## src/rtl/trng_pkg.sv

```systemverilog
// Shared TRNG-path constants and helpers used by the IVN array and the bit packer.
package trng_pkg;

  localparam int unsigned DEF_LANES = 6;
  localparam int unsigned DEF_OUT_W = 16;
  localparam int unsigned DEF_DEPTH = 64;
  localparam int unsigned DEF_CNT_W = 16;

  // Width needed to hold a bit count in the range 0..depth inclusive.
  function automatic int unsigned FILL_W(input int unsigned depth);
    return $clog2(depth + 1);
  endfunction

endpackage

```

## src/rtl/lane_compactor.sv

```systemverilog
// Gathers the valid lane bits into a gap-free vector, lane 0 landing at bit 0,
// and reports how many bits were valid.
module lane_compactor
  import trng_pkg::*;
#(
  parameter int unsigned LANES = DEF_LANES,
  localparam int unsigned K_W = $clog2(LANES + 1)
) (
  input  logic [LANES-1:0] in_valid,
  input  logic [LANES-1:0] in_bits,
  output logic [LANES-1:0] comp_bits,
  output logic [K_W-1:0]   count
);

  always_comb begin
    comp_bits = '0;
    count     = '0;
    for (int unsigned i = 0; i < LANES; i++) begin
      if (in_valid[i]) begin
        comp_bits = comp_bits | (LANES'(in_bits[i]) << count);
        count     = count + K_W'(1);
      end
    end
  end

endmodule

```

## src/rtl/bit_packer.sv

```systemverilog
// Compacts valid lane bits into a DEPTH-bit shift buffer and emits OUT_W-bit
// words over valid/ready; excess bits are dropped and counted.
module bit_packer
  import trng_pkg::*;
#(
  parameter int unsigned LANES = DEF_LANES,
  parameter int unsigned OUT_W = DEF_OUT_W,
  parameter int unsigned DEPTH = DEF_DEPTH,
  parameter int unsigned CNT_W = DEF_CNT_W
) (
  input  logic                       clk,
  input  logic                       reset_n,
  input  logic [LANES-1:0]           in_valid,
  input  logic [LANES-1:0]           in_bits,
  input  logic                       out_ready,
  output logic                       out_valid,
  output logic [OUT_W-1:0]           out_data,
  output logic [FILL_W(DEPTH)-1:0]   fill,
  output logic                       overflow,
  output logic [CNT_W-1:0]           drop_count,
  input  logic                       clear_stats
);

  localparam int unsigned FW = FILL_W(DEPTH);
  localparam int unsigned AW = FW + 1;
  localparam int unsigned KW = $clog2(LANES + 1);
  localparam int unsigned SW = ((CNT_W > KW) ? CNT_W : KW) + 1;

  if (LANES < 1 || OUT_W < 1 || DEPTH < OUT_W + LANES) begin : g_param_check
    $fatal(1, "bit_packer: need LANES>=1, OUT_W>=1 and DEPTH >= OUT_W + LANES");
  end

  logic [DEPTH-1:0] shift_buf;
  logic [DEPTH-1:0] buf_shifted;
  logic [DEPTH-1:0] buf_d;
  logic [LANES-1:0] comp_bits;
  logic [LANES-1:0] keep_bits;
  logic [KW-1:0]    k;
  logic [KW-1:0]    accepted;
  logic [KW-1:0]    dropped;
  logic             pop;
  logic [AW-1:0]    base;
  logic [AW-1:0]    space;
  logic [AW-1:0]    k_x;
  logic [AW-1:0]    acc_x;
  logic [FW-1:0]    fill_d;
  logic [SW-1:0]    stat_base;
  logic [SW-1:0]    stat_sum;
  logic [CNT_W-1:0] drop_d;
  logic             overflow_d;

  lane_compactor #(
    .LANES(LANES)
  ) u_compactor (
    .in_valid  (in_valid),
    .in_bits   (in_bits),
    .comp_bits (comp_bits),
    .count     (k)
  );

  // Outputs decode only registered state, so no input reaches an output combinationally.
  assign out_valid = (fill >= FW'(OUT_W));
  assign out_data  = shift_buf[OUT_W-1:0];
  assign pop       = out_valid && out_ready;

  always_comb begin
    base     = AW'(fill) - (pop ? AW'(OUT_W) : '0);
    space    = AW'(DEPTH) - base;
    k_x      = AW'(k);
    acc_x    = (k_x < space) ? k_x : space;
    accepted = KW'(acc_x);
    dropped  = k - accepted;

    // Only the first 'accepted' compacted bits survive; bits above fill stay zero.
    keep_bits   = comp_bits & ~({LANES{1'b1}} << accepted);
    buf_shifted = pop ? (shift_buf >> OUT_W) : shift_buf;
    buf_d       = buf_shifted | (DEPTH'(keep_bits) << base);
    fill_d      = FW'(base + acc_x);

    // A drop in the same cycle as clear_stats survives the clear.
    stat_base  = clear_stats ? '0 : SW'(drop_count);
    stat_sum   = stat_base + SW'(dropped);
    drop_d     = (stat_sum > SW'({CNT_W{1'b1}})) ? '1 : CNT_W'(stat_sum);
    overflow_d = (overflow && !clear_stats) || (dropped != '0);
  end

  always_ff @(posedge clk) begin
    if (!reset_n) begin
      shift_buf  <= '0;
      fill       <= '0;
      overflow   <= 1'b0;
      drop_count <= '0;
    end else begin
      shift_buf  <= buf_d;
      fill       <= fill_d;
      overflow   <= overflow_d;
      drop_count <= drop_d;
    end
  end

endmodule

```

## config.mk

```make
export PLATFORM = sky130hd
export DESIGN_NAME = bit_packer
export DESIGN_NICKNAME = d
export VERILOG_FILES = /design/src/rtl/trng_pkg.sv /design/src/rtl/lane_compactor.sv /design/src/rtl/bit_packer.sv
export SDC_FILE = /design/constraint.sdc
export NUM_CORES = 1
export LEC_CHECK = 0
export CORE_MARGIN = 1.5
export CORE_UTILIZATION = 41
export CTS_BUF_LIST = sky130_fd_sc_hd__clkbuf_16
export DETAILED_ROUTE_END_ITERATION = 7
export PLACE_DENSITY = 0.72
export SLEW_MARGIN = 20
export SYNTH_ARGS = -nofsm -noshare
export SYNTH_HDL_FRONTEND = slang
export SYNTH_SLANG_ARGS = --single-unit
```

## constraint.sdc

```tcl
create_clock -name clk -period 11.69 [get_ports clk]
set_input_delay 1.169 -clock clk [delete_from_list [all_inputs] [get_ports clk]]
set_output_delay 1.169 -clock clk [all_outputs]
set_load 0.02 [all_outputs]
```

Word-level counts from Yosys, hierarchy flattened:

Cells that the tools add are included.

* add/sub/neg operators: 10
* order comparisons: 3
* shift-type cells: 7
* multiplexer cells: 17
* bitwise gates (word level): 8
* reduce and logical (&&, ||, !) cells: 5

Operator list (count)
* $mux 64: 1
* $or 64x64->64: 1
* $shl 6x8->64: 1
* $mux 16: 2
* $mux 6: 5
* $or 6x6->6: 5
* $shl 1x3->6: 5
* $add 16x3->17: 1
* $gt 17x16->1 const B: 1
* $add 3x1->3 const B: 5
* $mux 3: 5
* $lt 3x8->1: 1
* $sub 7x5->8: 1
* $sub 7x8->8 const A: 1
* $add 7x7->7: 1
* $ge 7x5->1 const B: 1
* $mux 7: 1
* $and 6x6->6: 1
* $not 6->6: 1
* $shl 6x3->6 const A: 1
* $mux 5: 1
* $reduce_bool 3->1: 1
* $sub 3x3->3: 1
* $logic_and 1x1->1: 2
* 3 further kinds: 4

* flip-flop bits (word level): 88
* input bits: 16
* word-level logic and storage cells: 54

Depth between registers and ports, before layout:

* depth after elaboration: 18
* gate-level depth with buffers: 34

Modules after synthesis:

Synthesis repeated with hierarchy kept, for this count alone.

* cell total of the unflattened synthesis: 771
* area total of the unflattened synthesis: 5928.2 um^2

By module, submodules not included
* bit_packer: instances 1, cells an instance 648, area each 5048.6 um^2, seq. area each 1761.7 um^2
* lane_compactor: instances 1, cells an instance 123, area each 879.6 um^2, seq. area each 0.0 um^2

Worst setup path after synthesis:

No wires, ideal clock.

* path type: input-to-reg
* from: in in_valid[0]
* to: reg drop_count[10]
* library setup time: 0.065 ns
* arrival time: 7.394 ns
* data required time: 11.625 ns
* slack: 4.231 ns
* stages on the path: 29
* buffers on the path: 3
* cells stage by stage: inv_1 > ha_1 > buf_2 > clkbuf_1 > o31a_1 > and3_1 > ha_1 > nor4_2 > nor4_4 > or2_2 > ha_1 > o21ai_0 > a31o_4 > or3_1 > o21ai_0 > ha_1 > inv_1 > fa_1 > xor2_1 > ha_1 > a21oi_1 > nor2b_1 > inv_1 > nor2_1 > nand4_1 > nor4_1 > clkbuf_1 > nor2_1 > nor2_1

* word-level cells in the longest chain between the ends: 17

Ends and longest elaborated chain
* start: declaration: line bit_packer.sv:13 `input logic [LANES-1:0] in_valid,`
* $mux 1 (*): line lane_compactor.sv:19 `if (in_valid[i]) begin`
* $add 3x1->3: line lane_compactor.sv:21 `count = count + K_W'(1);`
* $mux 3 (*): line lane_compactor.sv:19
* $add 3x1->3: line lane_compactor.sv:21
* $mux 3 (*): line lane_compactor.sv:19
* $add 3x1->3: line lane_compactor.sv:21
* $mux 3 (*): line lane_compactor.sv:19
* $add 3x1->3: line lane_compactor.sv:21
* $mux 3 (*): line lane_compactor.sv:19
* $add 3x1->3: line lane_compactor.sv:21
* $mux 3 (*): line lane_compactor.sv:19
* $lt 3x8->1: line bit_packer.sv:70 `acc_x = (k_x < space) ? k_x : space;`
* $mux 7: line bit_packer.sv:70
* $sub 3x3->3 (*): line bit_packer.sv:72 `dropped = k - accepted;`
* $add 16x3->17 (*): line bit_packer.sv:82 `stat_sum = stat_base + SW'(dropped);`
* $gt 17x16->1: line bit_packer.sv:83 `drop_d = (stat_sum > SW'({CNT_W{1'b1}})) ? '1 : CNT_W'(stat_sum);`
* $mux 16 (*): line bit_packer.sv:83
* end signal: assignment: line bit_packer.sv:97 `drop_count <= drop_d;`
* end: declaration: line bit_packer.sv:20 `output logic [CNT_W-1:0] drop_count,`

Every way passes the cells marked *; elsewhere a longest branch is shown, timed or not.
A chain may end at the register's enable or synchronous reset.

Worst setup path after layout:

* from: in in_valid[0]
* to: reg drop_count[11]

Same word-level chain as after synthesis.

==> results.txt <==
----------------------------------------------------
[Status]
  Outcome ... finished clean

[Synthesis]
  Post-synthesis instance area ... 6160 sq um
  Flops & latches, synth ... 88
  Asr flop ratio synth ... 0%
  Cells after synthesis ... 802
  Largest cells by area after synthesis ... dfxtp_1 (29%), nand2_1 (6.7%), nor2_1 (6.3%)
  Xor and xnor area share after synthesis ... 5.16%
  Synth unique cells ... 84
  Fraction of the mapped netlist area in adder cells ... 4.43%
  Dominant combinational cell family by area after synthesis ... simple AND/OR/NAND/NOR gates
  Yosys top cell area share ... 28.6%
  Synth Flop Type ... dfxtp_1
  Nets in the synthesized netlist ... 838
  Most frequent cells after synthesis ... nand2_1 (110), nor2_1 (103), dfxtp_1 (88), a21oi_1 (39), clkbuf_1 (31)
  Seq/Total Area, Yosys ... 28.6%
  Largest area contributor in the netlist ... dfxtp_1
  Number of flops mapped to enable cells by yosys ... 0
  Synthesis Warnings ... 0
  Simple-gate share of the synthesized area ... 26.8%
  Most frequent cell after synthesis ... nand2_1
  Multiplexer fraction of the synthesized cell area ... 3.47%
  Synthesized-area fraction occupied by ao, oa, aoi and oai cells ... 24.3%
  Mean instance size in the synthesized netlist ... 7.68 sq um

[Global routing]
  Number of antenna violations at the first check in global routing ... 0
  Pin count of the biggest net entering global routing ... 62
  Leftover overflow at the end of global routing ... 0
  Via count of the first global-routing pass ... 5,661
  Global-route total usage across every layer ... 21.5%
  Wire length of the first global-routing pass ... 28.2 mm

[Setup path]
  Start of the worst register-to-register path ... fill[6]
  CP Launch Point ... in_valid[0]
  Worst endpoint required time ... 11,970 ps
  Data arrival, critical path ... 8800 ps
  Cell mode on critical path ... ha_1
  Crit path max-delay cell type ... nor4_2
  Start-to-end type of the worst setup path ... input pin to register
  Crit-path max FO ... 16
  Slowest stage delay, CP ... 680 ps
  Endpoint kind of the worst setup timing path ... register
  Sort of element at the start of the critical path ... input pin

[Timing]
  Tmin final ... 8530 ps
  Worst-case setup margin in the final layout ... 3160 ps
  Least-Margin Pin Slew ... 922 ps
  Period utilisation layout ... 72.9%
  Tightest slew margin relative to the limit ... 38.1%
  Final setup violation count ... 0
  FMAX ... 117 MHz
  Post-Route Setup TNS ... 0 ps
  Final number of hold-violating endpoints ... 0
  Post-route clock skew ... 5.13 ps
  Unrepaired setup endpoints after global routing ... no
  Final worst hold slack ... 443 ps
  Max-slew violation total from the final report ... 0

[Floorplanning]
  Total Die Area ... 15,800 sq um
  Vert. Die Dim ... 126 um
  Width of the die ... 126 um
  Starting utilization of the core area ... 42.2%
  I/O pin total ... 57
  Placeable core area ... 14,600 sq um
  Number of cell rows ... 44

[Final layout]
  Post-route cell area ... 6930 sq um
  Fraction of final layout cells sized beyond drive strength 1 ... 5.88%
  Antenna diode instance count ... 0
  Post-layout nets ... 848
  Synth-to-Final Area Change ... 12.5%
  Number of fill cells in the layout ... 1,455

[Route]
  Final ANT Viol Nets ... 0
  Met2 wire len ... 7.68 mm
  Count of vias placed by the detailed router ... 6,014
  Uppermost layer routed ... met4
  Number of remaining DRC errors ... 0
  Total wirelength of the detailed-routed design ... 16.9 mm
  Via density per instance ... 6.01
  1st-iter DRT viols ... 571
  Pre-Repair DR Iteration Count ... 6
  Routed metal-1 wirelength ... 7.80 mm
  Met3 layer wire length in the routed design ... 1.23 mm
  Post-detailed-route wirelength per cell ... 16.9 um

[Pwr]
  P per Cell Area ... 207 nW/um^2
  IR drop worst, VDD ... 0.000233 V
  Leakage component of the power ... 2.56 nW

[Clocking]
  Maximum buffer depth of the clock tree ... 2
  Clock transition at the register clock pins on the worst setup and hold paths after CTS ... 60 ps
  Gates resized, CTS repair ... 0
  Number of sinks on the clock net ... 88
  Post-CTS Setup Inserts ... 0
  CTS tree ... done
  CTS H-tree depth ... 3
  CTS root buffer ... clkbuf_16
  Total clock buffers created by CTS ... 9
  Later-pin clock latency in the skew report ... 340 ps
  Hold Buf Count CTS ... 0

[Place]
  IO Port Bufs ... 56
  Placed Area ... 6670 sq um
  Pre-CTS setup slack ... 2870 ps
  Final Wtd Congestion ... 0.943
  Total half-perimeter wirelength after legalization and detailed placement ... 11.8 mm

[Min path]
  HP Start ... shift_buf[53]
  Kind of path behind the tightest hold check ... register to register

[Run]
  Number of max-cap violations ... 0

----------------------------------------------------
## path summary, 6_finish.rpt
check,to,slack (ps),depth (start not counted)
worst max-delay path,drop_count[11],3160,30
worst min-delay path,shift_buf[53],440,2
worst max register to register,drop_count[11],4600,26
worst min register to register,shift_buf[53],440,2
## state kept, by name (all words and copies together) (netlist names)
register    count
drop_count     16
overflow        1
shift_buf      64
fill            7
## logic make-up after synthesis
kind of cell / count (synthesis)
XOR/XNOR: 32
other: 1
adder cells (fa/ha/maj): 20
AND/OR/NAND/NOR: 345
multiplexers: 20
flip-flops: 88
AO/OA/AOI/OAI: 204
buffers and inverters: 92
## routing by layer
metal,vias up,track usage [%]
met2,230,34.3
met5,-,0
li1,2902,-
met1,2855,29.7
met4,0,5.35
met3,27,4.28
## final cells by class
type	instances	area [sq um]	area share (%)
Multi-Input combinational cell	622	3970	57.3
Sequential cell	88	1760	25.4
Timing Repair Buffer	62	606	8.74
Tap cell	184	230	3.32
Clock buffer	9	225	3.25
Inverter	29	109	1.57
Clock inverter	6	28.8	0.415
## metrics by stage
| stage | util [%] | power [mW] | std cells |
|---|---|---|---|
| final | 47.5 | 1.44 | 1000 |
| after global routing | 47.5 | 1.53 | 1000 |
| after CTS | 47.5 | 1.42 | 1000 |
| after detailed placement | 45.7 | 1.16 | 985 |
| after global placement | 45.7 | 1.15 | 985 |
| after floorplan | - | 0.963 | 802 |
## cell usage in the layout (no fill, tap or decap), types with 13 or more instances in the layout
master and count:
clkdlybuf4s50_1 56, nor2b_1 15, nor2_1 102, nand4_1 13, a21o_1 13, o221ai_1 14, dfxtp_1 88, nor3_1 22
a31oi_1 17, nand2_1 109, xor2_1 14, a21oi_1 39, nand3_1 27, inv_1 26, o31ai_1 14, ha_1 17
mux2i_1 18, xnor2_1 15, o21ai_0 27
## power by group
| part | leakage, nW | switching [mW] | internal [mW] | total (mW) |
|---|---|---|---|---|
| combinational | 1.72 | 0.509 | 0.270 | 0.780 |
| sequential | 0.714 | 0.0540 | 0.345 | 0.399 |
| clock | 0.133 | 0.116 | 0.140 | 0.257 |
| total | 2.56 | 0.680 | 0.756 | 1.44 |
## critical path, delay by kind of cell
| family | cells | cell delay [ps] |
|---|---|---|
| adders and majority gates | 6 | 2000 |
| AOI/OAI and AO/OA | 6 | 1450 |
| and+or+nand+nor | 12 | 2990 |
| buffers and inverters | 5 | 1000 |
| xor gates and xnor gates | 1 | 180 |
No activity file was read; power rests on OpenSTA's default activity.
